==> src/rtl/mac_sequencer_if.sv <==
// Bundles the operand, MAC-side and result channels of the MAC sequencer.
// The slave modport is the sequencer view; master is the driver/consumer view.
interface mac_sequencer_if #(
   parameter int CNT_W = 8
);
   logic             op_valid;
   logic             op_ready;
   logic [15:0]      op_value;
   logic [15:0]      op_weight;
   logic             op_last;
   logic [15:0]      init_acc;

   logic             mac_start;
   logic [15:0]      mac_in_value;
   logic [15:0]      mac_weight;
   logic [15:0]      mac_in_accumulate;
   logic [15:0]      mac_out_accumulate;

   logic             res_valid;
   logic             res_ready;
   logic [15:0]      res_data;
   logic             res_ovf;
   logic [CNT_W-1:0] res_count;

   modport slave (
      input  op_valid, op_value, op_weight, op_last, init_acc,
      input  mac_out_accumulate, res_ready,
      output op_ready, mac_start, mac_in_value, mac_weight, mac_in_accumulate,
      output res_valid, res_data, res_ovf, res_count
   );

   modport master (
      output op_valid, op_value, op_weight, op_last, init_acc,
      output mac_out_accumulate, res_ready,
      input  op_ready, mac_start, mac_in_value, mac_weight, mac_in_accumulate,
      input  res_valid, res_data, res_ovf, res_count
   );
endinterface

==> src/rtl/mac_sequencer.sv <==
// Sequences fp16 operand pairs through an external fixed-latency MAC unit,
// chaining the running accumulator into each issue and presenting the final
// dot product together with an element count and a sticky overflow flag.
module mac_sequencer #(
   parameter int MAC_LAT = 3,
   parameter int CNT_W   = 8
) (
   input logic           clk,
   input logic           nRST,
   mac_sequencer_if.slave bus
);

   typedef enum logic [1:0] {
      IDLE  = 2'd0,
      ISSUE = 2'd1,
      WAIT  = 2'd2,
      DONE  = 2'd3
   } state_t;

   localparam logic [3:0]  LAST_WAIT = 4'(MAC_LAT - 1);
   localparam logic [15:0] FP16_INF  = 16'h7C00;

   state_t           state;
   logic [3:0]       wait_cnt;
   logic             first;
   logic             last_q;
   logic [15:0]      value_q;
   logic [15:0]      weight_q;
   logic [15:0]      acc;
   logic             ovf;
   logic [CNT_W-1:0] count;
   logic             op_ready_q;
   logic             mac_start_q;
   logic             res_valid_q;

   // The accumulator feeds both the next MAC issue and the result channel.
   assign bus.op_ready          = op_ready_q;
   assign bus.mac_start         = mac_start_q;
   assign bus.mac_in_value      = value_q;
   assign bus.mac_weight        = weight_q;
   assign bus.mac_in_accumulate = acc;
   assign bus.res_valid         = res_valid_q;
   assign bus.res_data          = acc;
   assign bus.res_ovf           = ovf;
   assign bus.res_count         = count;

   // Sequencer FSM: accept a pair, pulse start, wait out the MAC latency,
   // capture the partial sum, then either take the next pair or hold the result.
   always_ff @(posedge clk or negedge nRST) begin
      if (!nRST) begin
         state       <= IDLE;
         wait_cnt    <= 4'd0;
         first       <= 1'b1;
         last_q      <= 1'b0;
         value_q     <= 16'h0000;
         weight_q    <= 16'h0000;
         acc         <= 16'h0000;
         ovf         <= 1'b0;
         count       <= '0;
         op_ready_q  <= 1'b1;
         mac_start_q <= 1'b0;
         res_valid_q <= 1'b0;
      end else begin
         case (state)
            IDLE: begin
               if (bus.op_valid && op_ready_q) begin
                  value_q     <= bus.op_value;
                  weight_q    <= bus.op_weight;
                  last_q      <= bus.op_last;
                  if (first) begin
                     acc <= bus.init_acc;
                  end
                  op_ready_q  <= 1'b0;
                  mac_start_q <= 1'b1;
                  state       <= ISSUE;
               end
            end
            ISSUE: begin
               mac_start_q <= 1'b0;
               wait_cnt    <= 4'd0;
               state       <= WAIT;
            end
            WAIT: begin
               if (wait_cnt == LAST_WAIT) begin
                  acc <= bus.mac_out_accumulate;
                  if (count != '1) begin
                     count <= count + 1'b1;
                  end
                  if (bus.mac_out_accumulate == FP16_INF) begin
                     ovf <= 1'b1;
                  end
                  if (last_q) begin
                     res_valid_q <= 1'b1;
                     state       <= DONE;
                  end else begin
                     first      <= 1'b0;
                     op_ready_q <= 1'b1;
                     state      <= IDLE;
                  end
               end else begin
                  wait_cnt <= wait_cnt + 4'd1;
               end
            end
            DONE: begin
               if (bus.res_ready) begin
                  first       <= 1'b1;
                  count       <= '0;
                  ovf         <= 1'b0;
                  res_valid_q <= 1'b0;
                  op_ready_q  <= 1'b1;
                  state       <= IDLE;
               end
            end
            default: begin
               state <= IDLE;
            end
         endcase
      end
   end

endmodule

==> src/flat_wrapper.sv <==
// flat-port wrapper written by rule: the top's interface ports become plain ports
module mac_sequencer_flat 
#(
   parameter int MAC_LAT = 3,
   parameter int CNT_W   = 8
)
  (clk, nRST, bus_op_valid, bus_op_value, bus_op_weight, bus_op_last, bus_init_acc, bus_mac_out_accumulate, bus_res_ready, bus_op_ready, bus_mac_start, bus_mac_in_value, bus_mac_weight, bus_mac_in_accumulate, bus_res_valid, bus_res_data, bus_res_ovf, bus_res_count);
  mac_sequencer_if #(.CNT_W(CNT_W)) bus_i ();
  input logic clk;
  input logic nRST;
  input wire logic [$bits(bus_i.op_valid)-1:0] bus_op_valid;
  input wire logic [$bits(bus_i.op_value)-1:0] bus_op_value;
  input wire logic [$bits(bus_i.op_weight)-1:0] bus_op_weight;
  input wire logic [$bits(bus_i.op_last)-1:0] bus_op_last;
  input wire logic [$bits(bus_i.init_acc)-1:0] bus_init_acc;
  input wire logic [$bits(bus_i.mac_out_accumulate)-1:0] bus_mac_out_accumulate;
  input wire logic [$bits(bus_i.res_ready)-1:0] bus_res_ready;
  output wire logic [$bits(bus_i.op_ready)-1:0] bus_op_ready;
  output wire logic [$bits(bus_i.mac_start)-1:0] bus_mac_start;
  output wire logic [$bits(bus_i.mac_in_value)-1:0] bus_mac_in_value;
  output wire logic [$bits(bus_i.mac_weight)-1:0] bus_mac_weight;
  output wire logic [$bits(bus_i.mac_in_accumulate)-1:0] bus_mac_in_accumulate;
  output wire logic [$bits(bus_i.res_valid)-1:0] bus_res_valid;
  output wire logic [$bits(bus_i.res_data)-1:0] bus_res_data;
  output wire logic [$bits(bus_i.res_ovf)-1:0] bus_res_ovf;
  output wire logic [$bits(bus_i.res_count)-1:0] bus_res_count;
  assign bus_i.op_valid = bus_op_valid;
  assign bus_i.op_value = bus_op_value;
  assign bus_i.op_weight = bus_op_weight;
  assign bus_i.op_last = bus_op_last;
  assign bus_i.init_acc = bus_init_acc;
  assign bus_i.mac_out_accumulate = bus_mac_out_accumulate;
  assign bus_i.res_ready = bus_res_ready;
  assign bus_op_ready = bus_i.op_ready;
  assign bus_mac_start = bus_i.mac_start;
  assign bus_mac_in_value = bus_i.mac_in_value;
  assign bus_mac_weight = bus_i.mac_weight;
  assign bus_mac_in_accumulate = bus_i.mac_in_accumulate;
  assign bus_res_valid = bus_i.res_valid;
  assign bus_res_data = bus_i.res_data;
  assign bus_res_ovf = bus_i.res_ovf;
  assign bus_res_count = bus_i.res_count;
  mac_sequencer #(.MAC_LAT(MAC_LAT), .CNT_W(CNT_W)) u_core (.clk(clk), .nRST(nRST), .bus(bus_i));
endmodule
==> config.mk <==
export PLATFORM = sky130hd
export DESIGN_NAME = mac_sequencer_flat
export DESIGN_NICKNAME = d
export VERILOG_FILES = /design/src/rtl/mac_sequencer_if.sv /design/src/rtl/mac_sequencer.sv /design/src/flat_wrapper.sv
export SDC_FILE = /design/constraint.sdc
export NUM_CORES = 1
export LEC_CHECK = 0
export BUFFER_PORTS_ARGS = -buffer_cell sky130_fd_sc_hd__buf_2
export CORE_MARGIN = 3
export CORE_UTILIZATION = 23
export DETAILED_ROUTE_END_ITERATION = 6
export PLACE_DENSITY = 0.51
export RECOVER_POWER = 50
export SKIP_CTS_REPAIR_TIMING = 1
export SKIP_LAST_GASP = 1
export SYNTH_ARGS = -nofsm -noshare
export SYNTH_HDL_FRONTEND = slang
export SYNTH_SLANG_ARGS = --single-unit
==> constraint.sdc <==
create_clock -name clk -period 5.7 [get_ports clk]
set_clock_uncertainty 0.15 [all_clocks]
set_input_delay 0.57 -clock clk [delete_from_list [all_inputs] [get_ports clk]]
set_output_delay 0.57 -clock clk [all_outputs]
set_load 0.1 [all_outputs]
==> results.json, run 1 <==
{
  "layout_setup_ws_ns": 3.32,
  "critPathCaptureType": "flip-flop",
  "worstPathArrival_ns": 2.43,
  "ys_ff_latch": 68,
  "portBuffers": 144,
  "viasPerCell": 4.50,
  "synthArstFlopShare": 1.00,
  "startpoint_type": "flip-flop",
  "avgSynthCellArea_um2": 10.5,
  "dp_slack_ns": 3.32,
  "root_buffer": "clkbuf_16",
  "cts_tree": "built",
  "synth_flop_cell": "dfrtp_1",
  "clock.fmax_mhz": 421,
  "synthMuxAreaShare": 0.122,
  "htree_levels": 3,
  "grt_first_pass_wirelength_mm": 12.9,
  "dp_hpwl_mm": 6.41,
  "wl_mm": 8.69,
  "drc_errors": 0,
  "synth_top_family_by_area": "simple AND/OR/NAND/NOR gates",
  "fp.dieH_um": 124,
  "path_delay_family": "flip-flops",
  "drv_slew": 0,
  "crit_path_max_incr_delay_ns": 0.61,
  "synth_edf_count": 0,
  "synth_compound_gate_area_share": 0.111,
  "diodes": 0,
  "area_growth_syn_to_layout_pct": 31.5,
  "yosysSeqAreaShare": 0.532,
  "path_max_fanout": 21,
  "fin_nets": 505,
  "rsz0062_at_grt": "false",
  "crit_slowest_cell": "dfrtp_1",
  "mostFrequentLayoutCells": "buf_2, dfrtp_1, nand2_1, clkbuf_1, mux2_2",
  "worst-path-buf-inv": 1,
  "fillers": 1432,
  "dr.first_iter.drc_count": 114,
  "start_util": 0.238,
  "coreArea_mm2": 0.0135,
  "holdWs_ns": 0.279,
  "cts.path.max_buffers": 2,
  "die-area_mm2": 0.0154,
  "dr.pass1.iters": 4,
  "grt_pass1_vias": 2688,
  "synthAdderAreaFrac": 0.0117,
  "fin_area_mm2": 0.00421,
  "slew_headroom": 0.148,
  "antenna_left": 0,
  "die_w_um": 124,
  "setup_viol": 0,
  "fin_setup_tns_ns": 0,
  "worstMarginPinSlew_ns": 1.28,
  "wire_per_inst_um": 14.2,
  "antenna_found_initial": 0,
  "cp_cell_sequence": "inv_1, nand2_1, o311ai_0",
  "yosysWarnings": 0,
  "cts_made_buffers": 9,
  "gr-total-overflow": 0,
  "layout_commonest_cell": "buf_2",
  "clk_pin_slew_ns": 0.06,
  "hold_viol": 0,
  "synth-xor-area-share": 0,
  "clock-sinks": 68,
  "layout-drive-gt1-share": 0.375,
  "io_pins": 145,
  "period_share": 0.417,
  "clkLatencyLatePin_ns": 0.33,
  "synthCells": 306,
  "gp_congestion": 0.765,
  "route.vias.total": 2757,
  "synth_area_mm2": 0.00321,
  "finalCriticalPeriod_ns": 2.38,
  "status": "finished, final reports clean",
  "hold_class": "primary input to asynchronous set/reset pin",
  "syn_nets": 378,
  "yosys.area_share.simple": 0.160,
  "track_usage": 0.108,
  "critical_path_class": "flip-flop to flip-flop",
  "grt_max_degree": 69,
  "rows": 42,
  "drv_cap": 0,
  "yosysUniqueCellTypes": 40,
  "required_ns": 5.75,
  "post_dp_cell_area_mm2": 0.00399
}
==> final timing paths <==
| path | startpoint | to | slack, ns | cells past startpoint |
|---|---|---|---|---|
| min in group clk | bus_op_weight[11] | u_core.bus.mac_weight[11]$_DFFE_PN0P_ | 0.33 | 2 |
| worst min register to register | u_core.bus.res_ovf$_DFFE_PN0P_ | u_core.bus.res_ovf$_DFFE_PN0P_ | 0.34 | 2 |
| worst max register to register | u_core.state[0]$_DFFE_PN0P_ | u_core.bus.res_count[0]$_DFFE_PN0P_ | 3.32 | 3 |
| worst max-delay path | u_core.state[0]$_DFFE_PN0P_ | u_core.bus.res_count[0]$_DFFE_PN0P_ | 3.32 | 3 |
| worst min-delay path | nRST | u_core.bus.mac_in_value[3]$_DFFE_PN0P_ | 0.28 | 2 |
| max in group asynchronous | nRST | u_core.bus.res_count[4]$_DFFE_PN0P_ | 4.53 | 2 |
==> per-stage QoR <==
stage | util | std cells
CTS | 0.317 | 613
detailed placement | 0.297 | 598
floorplan | - | 306
global placement | 0.297 | 598
finish | 0.313 | 613
global route | 0.313 | 613
==> registers in the layout, indices dropped and copies added, names as in the netlist, 2 cells and up <==
| register | cells |
|---|---|
| u_core.bus.res_count | 8 |
| u_core.wait_cnt | 4 |
| u_core.bus.mac_in_value | 16 |
| u_core.bus.mac_in_accumulate | 16 |
| u_core.state | 2 |
| u_core.bus.mac_weight | 16 |
==> kinds of logic (layout without fill, tap and decap cells) <==
group           after synthesis  in the layout
simple gates                111            111
flops                        68             68
compound gates               53             53
buf+inv                      36            167
mux                          35             35
fa+ha+maj                     3              3
==> cells in the mapped netlist, types with 2 or more instances <==
cell	number	area (um2)
inv_1	3	11.3
o311ai_0	2	17.5
dfstp_2	2	52.6
nor4_1	2	12.5
o41ai_1	2	17.5
or3b_1	2	17.5
nor3_1	5	25.0
o211ai_1	4	30.0
a21oi_1	10	50.1
nand3_1	10	50.1
nand4_1	4	25.0
nor2b_1	4	25.0
o2111ai_1	2	17.5
a22oi_1	2	15.0
clkbuf_1	9	33.8
nor4b_1	2	17.5
nor2_1	24	90.1
and2_1	2	12.5
nand2_1	49	184
mux2_2	33	372
o21ai_1	2	10.0
mux2i_1	2	20.0
buf_2	7	35.0
ha_1	3	37.5
a31oi_1	16	100
and3_1	2	12.5
o21ai_0	7	35.0
dfrtp_1	66	1650
a22o_1	2	17.5
buf_4	16	120
==> worst reg2reg max path, cell delays in order, from the launching register on <==
cell	delay, ns
dfrtp_1	0.61
inv_1	0.47
nand2_1	0.52
o311ai_0	0.50
==> per-layer routing <==
layer	global-route usage	wire [um]	vias to the layer above
met5	0	0	-
li1	-	-	1327
met4	0.0376	99	0
met2	0.180	4270	111
met1	0.131	3560	1311
met3	0.0363	755	8
==> cell type report <==
| cell class | count | area (um2) | share of cell area |
|---|---|---|---|
| Clock buffer | 10 | 239 | 0.0567 |
| Clock inverter | 5 | 28.8 | 0.00683 |
| Inverter | 4 | 15.0 | 0.00356 |
| Multi-Input combinational cell | 202 | 1300 | 0.309 |
| Sequential cell | 68 | 1700 | 0.404 |
| Tap cell | 176 | 220 | 0.0523 |
| Timing Repair Buffer | 148 | 706 | 0.167 |
Power of run 1 is left out: the tool's default activity adds up to more than one toggle a clock period on the data nets, which glitch-free logic cannot reach.
==> inputs of run 2 (changes only) <==
==> constraint.sdc (replaced) <==
create_clock -name clk -period 2.5 [get_ports clk]
set_clock_uncertainty 0.15 [all_clocks]
set_input_delay 0.25 -clock clk [delete_from_list [all_inputs] [get_ports clk]]
set_output_delay 0.25 -clock clk [all_outputs]
set_load 0.1 [all_outputs]
==> run 2 against run 1 <==
Net effect:
- worst hold slack worse by 0.27 ns
- highest routed layer unchanged
- die area unchanged
- core utilization up 2.8 points
- final area up 8.9%
- largest cell class unchanged
- non-clock buffer count up 35
- global-route usage up 0.39 points
- critical path depth up 3
- sequential share of layout area down 3.3 points
- final cell count up 5.9%
- first-iteration DRC count up 56%
- via count up 4.6%
==> results.json, run 2 (same netlist as run 1, synthesis figures left out) <==
{
  "status": "finished, final reports clean",
  "die_w_um": 124,
  "layout-drive-gt1-share": 0.351,
  "grt_pass1_vias": 2552,
  "setup_viol": 0,
  "coreArea_mm2": 0.0135,
  "cp_cell_sequence": "inv_1, ha_1, or3b_1, or3b_1, mux2i_1, o21ai_1",
  "fp.dieH_um": 124,
  "cts.path.max_buffers": 2,
  "rows": 42,
  "grt_max_degree": 34,
  "path_max_fanout": 8,
  "finalCriticalPeriod_ns": 2.19,
  "rsz0062_at_grt": "false",
  "layout_setup_ws_ns": 0.306,
  "fin_nets": 540,
  "worstPathArrival_ns": 2.25,
  "hold_viol": 0,
  "cp_common_cell": "or3b_1",
  "dr.first_iter.drc_count": 178,
  "final-seq-area_mm2": 0.00170,
  "critPathCaptureType": "flip-flop",
  "dp_slack_ns": 0.332,
  "portBuffers": 144,
  "root_buffer": "clkbuf_16",
  "crit_path_max_incr_delay_ns": 0.52,
  "clk_pin_slew_ns": 0.06,
  "drv_slew": 0,
  "gr-total-overflow": 0,
  "hold_class": "primary input to flip-flop",
  "gp_congestion": 0.755,
  "slew_headroom": 0.216,
  "antenna_found_initial": 0,
  "die-area_mm2": 0.0154,
  "wl_mm": 9.21,
  "worstHoldPathCells": 2,
  "viasPerCell": 4.45,
  "fin_setup_tns_ns": 0,
  "route.vias.total": 2885,
  "grt_first_pass_wirelength_mm": 13.1,
  "drv_cap": 0,
  "critical_path_class": "flip-flop to flip-flop",
  "required_ns": 2.56,
  "track_usage": 0.112,
  "fin_util": 0.341,
  "clock.fmax_mhz": 456,
  "mostFrequentLayoutCells": "buf_2, dfrtp_1, nand2_1, clkbuf_1, mux2_2",
  "start_util": 0.238,
  "clkLatencyLatePin_ns": 0.33,
  "diodes": 0,
  "wire_per_inst_um": 14.2,
  "multi_input_area_mm2": 0.00130,
  "crit_slowest_cell": "or3b_1",
  "cts_tree": "built",
  "dr.pass1.iters": 4,
  "ff2ff_path_depth": 6,
  "io_pins": 145,
  "worstMarginPinSlew_ns": 1.18,
  "startpoint_type": "flip-flop",
  "layout_commonest_cell": "buf_2",
  "fillers": 1409,
  "clock-sinks": 68,
  "antenna_left": 0,
  "dp_hpwl_mm": 6.41,
  "drc_errors": 0,
  "area_growth_syn_to_layout_pct": 43.1,
  "cts_made_buffers": 9,
  "period_share": 0.878,
  "htree_levels": 3
}
-- run 2: cell types whose count changed in the layout (fill, tap and decap cells not counted), sizes merged --
cell | before | now
buf | 112 | 116
bufinv | 0 | 1
clkbuf | 46 | 53
clkinv | 5 | 0
dlygate4sd3 | 0 | 29
-- run 2: per-layer routing --
metal | GRT usage | share of wire
met3 | 0.0468 | 0.079
met2 | 0.169 | 0.46
met5 | 0 | 0
met1 | 0.145 | 0.45
met4 | 0.0376 | 0.014
-- run 2: worst max-delay path: cells and delay by family, from the launching register on --
family          cells  cell delay [ns]
buf+inv             1             0.10
simple gates        2             0.97
mux                 1             0.16
fa+ha+maj           1             0.21
compound gates      1             0.07
flops               1             0.40
-- run 2: final timing paths --
check | startpoint | to | slack [ns]
max in group asynchronous | nRST | u_core.bus.mac_weight[9]$_DFFE_PN0P_ | 0.43
worst max-delay path | u_core.wait_cnt[0]$_DFFE_PN0P_ | u_core.bus.res_count[4]$_DFFE_PN0P_ | 0.31
worst min register to register | u_core.bus.res_ovf$_DFFE_PN0P_ | u_core.bus.res_ovf$_DFFE_PN0P_ | 0.32
worst min-delay path | bus_op_weight[3] | u_core.bus.mac_weight[3]$_DFFE_PN0P_ | 0.008
worst max register to register | u_core.wait_cnt[0]$_DFFE_PN0P_ | u_core.bus.res_count[4]$_DFFE_PN0P_ | 0.31
min in group asynchronous | nRST | u_core.bus.mac_in_value[9]$_DFFE_PN0P_ | 0.52
-- run 2: final cells by class --
type / instances / share of cell area
repair buffers: 183 / 0.229
inverters: 4 / 0.00327
well taps: 176 / 0.0480
multi-input cells: 202 / 0.284
flip-flops and latches: 68 / 0.371
clock inverters: 1 / 0.00654
clock buffers: 15 / 0.0584
-- run 2: per-stage QoR --
stage          cell area, um2  hold slack [ns]  std cells
2_1_floorplan            3210           -0.196        306
3_3_place_gp             4050           0.0716        604
3_5_place_dp             4050           0.0858        604
4_1_cts                  4350           -0.285        620
5_1_grt                  4590         0.000348        649
6_report                 4590          0.00761        649
Power of run 2 is left out for the same reason.
==> inputs of run 3 (changes only) <==
--- a/config.mk
+++ b/config.mk
@@ -6,8 +6,10 @@
 export NUM_CORES = 1
 export LEC_CHECK = 0
 export BUFFER_PORTS_ARGS = -buffer_cell sky130_fd_sc_hd__buf_2
+export CAP_MARGIN = 20
 export CORE_MARGIN = 3
 export CORE_UTILIZATION = 23
+export CTS_BUF_LIST = sky130_fd_sc_hd__clkbuf_8
 export DETAILED_ROUTE_END_ITERATION = 6
 export PLACE_DENSITY = 0.51
 export RECOVER_POWER = 50
==> run 3 against run 2 <==
Net effect:
- the flow now finishes with violations (negative hold slack)
- worst hold slack worse by 0.0090 ns
- count of clock-buffer cells in the layout is 4 lower
- via count is 2.5% higher
- final area is 2.8% higher
- first-iteration DRC count is 26% lower
- setup slack better by 0.014 ns
- global-route usage is 0.11 points lower
- largest cell class unchanged
- die area stayed put
- final cell count is 3.5% higher
- non-clock buffer count is 23 higher
- wire length is 2.3% higher
- maximum frequency is 0.66% higher
==> results.json, run 3 (same netlist as run 1, synthesis figures left out) <==
{
  "status": "finished, violations left",
  "violations": "negative hold slack",
  "dr.first_iter.drc_count": 132,
  "coreArea_mm2": 0.0135,
  "htree_levels": 3,
  "track_usage": 0.111,
  "antenna_left": 0,
  "start_util": 0.238,
  "clock.fmax_mhz": 459,
  "hold_viol": 1,
  "layout_commonest_cell": "buf_2",
  "finalCriticalPeriod_ns": 2.18,
  "cp_cell_sequence": "inv_1, ha_1, or3b_1, or3b_1, mux2i_1, o21ai_1",
  "die-area_mm2": 0.0154,
  "worstPathArrival_ns": 2.26,
  "layout-drive-gt1-share": 0.335,
  "diodes": 0,
  "grt_first_pass_wirelength_mm": 13.1,
  "grt_max_degree": 34,
  "clk_pin_slew_ns": 0.07,
  "dp_slack_ns": 0.332,
  "setup_viol": 0,
  "wire_per_inst_um": 14.0,
  "path_max_fanout": 8,
  "rows": 42,
  "crit_path_max_incr_delay_ns": 0.51,
  "fillers": 1385,
  "cts.path.max_buffers": 2,
  "startpoint": "u_core.wait_cnt[0]$_DFFE_PN0P_",
  "required_ns": 2.58,
  "crit_slowest_cell": "or3b_1",
  "startpoint_type": "flip-flop",
  "viasPerCell": 4.40,
  "r2r_start": "u_core.wait_cnt[0]$_DFFE_PN0P_",
  "gp_congestion": 0.755,
  "area_growth_syn_to_layout_pct": 47.1,
  "critical_path_class": "flip-flop to flip-flop",
  "layout_setup_ws_ns": 0.321,
  "mostFrequentLayoutCells": "buf_2, dfrtp_1, dlygate4sd3_1, nand2_1, clkbuf_1",
  "period_share": 0.872,
  "portBuffers": 144,
  "cts_made_buffers": 9,
  "drc_errors": 0,
  "clkLatencyLatePin_ns": 0.34,
  "fin_nets": 563,
  "path_delay_family": "simple AND/OR/NAND/NOR gates",
  "critPathCaptureType": "flip-flop",
  "holdWs_ns": -0.00140,
  "route.vias.total": 2958,
  "worst-path-buf-inv": 1,
  "slew_headroom": 0.217,
  "drv_slew": 0,
  "multi_input_area_mm2": 0.00130,
  "grt_pass1_vias": 2559,
  "final-seq-area_mm2": 0.00170,
  "die_w_um": 124,
  "hp-start": "bus_init_acc[13]",
  "rsz0062_at_grt": "false",
  "cts_tree": "built",
  "hold_class": "primary input to flip-flop",
  "gr-total-overflow": 0,
  "root_buffer": "clkbuf_8",
  "fp.dieH_um": 124,
  "wl_mm": 9.42,
  "fin_setup_tns_ns": 0,
  "antenna_found_initial": 0,
  "dr.pass1.iters": 4,
  "fin_util": 0.350,
  "worstMarginPinSlew_ns": 1.18,
  "dp_hpwl_mm": 6.41,
  "clock-sinks": 68,
  "io_pins": 145,
  "cp_common_cell": "or3b_1",
  "drv_cap": 0
}
==> run 3: changes by cell type in the layout (fill, tap and decap cells not counted) <==
cell	previous run	this run
inv_1	4	8
clkbuf_2	1	2
buf_4	8	7
dlygate4sd3_1	29	52
clkbuf_1	41	37
clkbuf_16	9	0
clkbuf_8	2	11
==> run 3: per-layer routing <==
layer / GRT usage / vias up / routed length [um]
li1: - / 1441 / -
met1: 0.145 / 1410 / 4160
met2: 0.169 / 99 / 4480
met3: 0.0454 / 8 / 698
met4: 0.0308 / 0 / 79
met5: 0 / - / 0
==> run 3: metrics by stage <==
stage | cells | instance area, um2 | hold slack [ns]
after CTS | 620 | 4250 | -0.316
after detailed placement | 604 | 4050 | 0.0858
final | 672 | 4710 | -0.00140
after global routing | 672 | 4710 | -0.00162
after floorplan | 306 | 3210 | -0.196
after global placement | 604 | 4050 | 0.0716
==> run 3: final timing paths <==
check / end / slack (ns) / cells past startpoint
worst max-delay path: u_core.bus.res_count[4]$_DFFE_PN0P_ / 0.32 / 6
worst min-delay path: u_core.bus.mac_in_accumulate[13]$_DFFE_PN0P_ / -0.001 / 3
worst max register to register: u_core.bus.res_count[4]$_DFFE_PN0P_ / 0.32 / 6
worst min register to register: u_core.bus.res_ovf$_DFFE_PN0P_ / 0.33 / 2
max in group asynchronous: u_core.bus.mac_in_accumulate[15]$_DFFE_PN0P_ / 0.45 / 3
min in group asynchronous: u_core.bus.mac_in_value[4]$_DFFE_PN0P_ / 0.50 / 2
==> run 3: area by class of cell <==
cell class / instances / share of cell area
Sequential cell: 68 / 0.361
Clock buffer: 11 / 0.0321
Inverter: 4 / 0.00318
Timing Repair Buffer: 206 / 0.271
Multi-Input combinational cell: 202 / 0.276
Tap cell: 176 / 0.0467
Clock inverter: 5 / 0.00955
==> run 3: worst reg2reg max path, delay by kind of cell (launching register included) <==
| family | cells | cell delay [ns] |
|---|---|---|
| simple gates | 2 | 0.96 |
| flops | 1 | 0.41 |
| fa+ha+maj | 1 | 0.21 |
| mux | 1 | 0.16 |
| buf+inv | 1 | 0.10 |
| compound gates | 1 | 0.07 |
Power of run 3 is left out for the same reason.
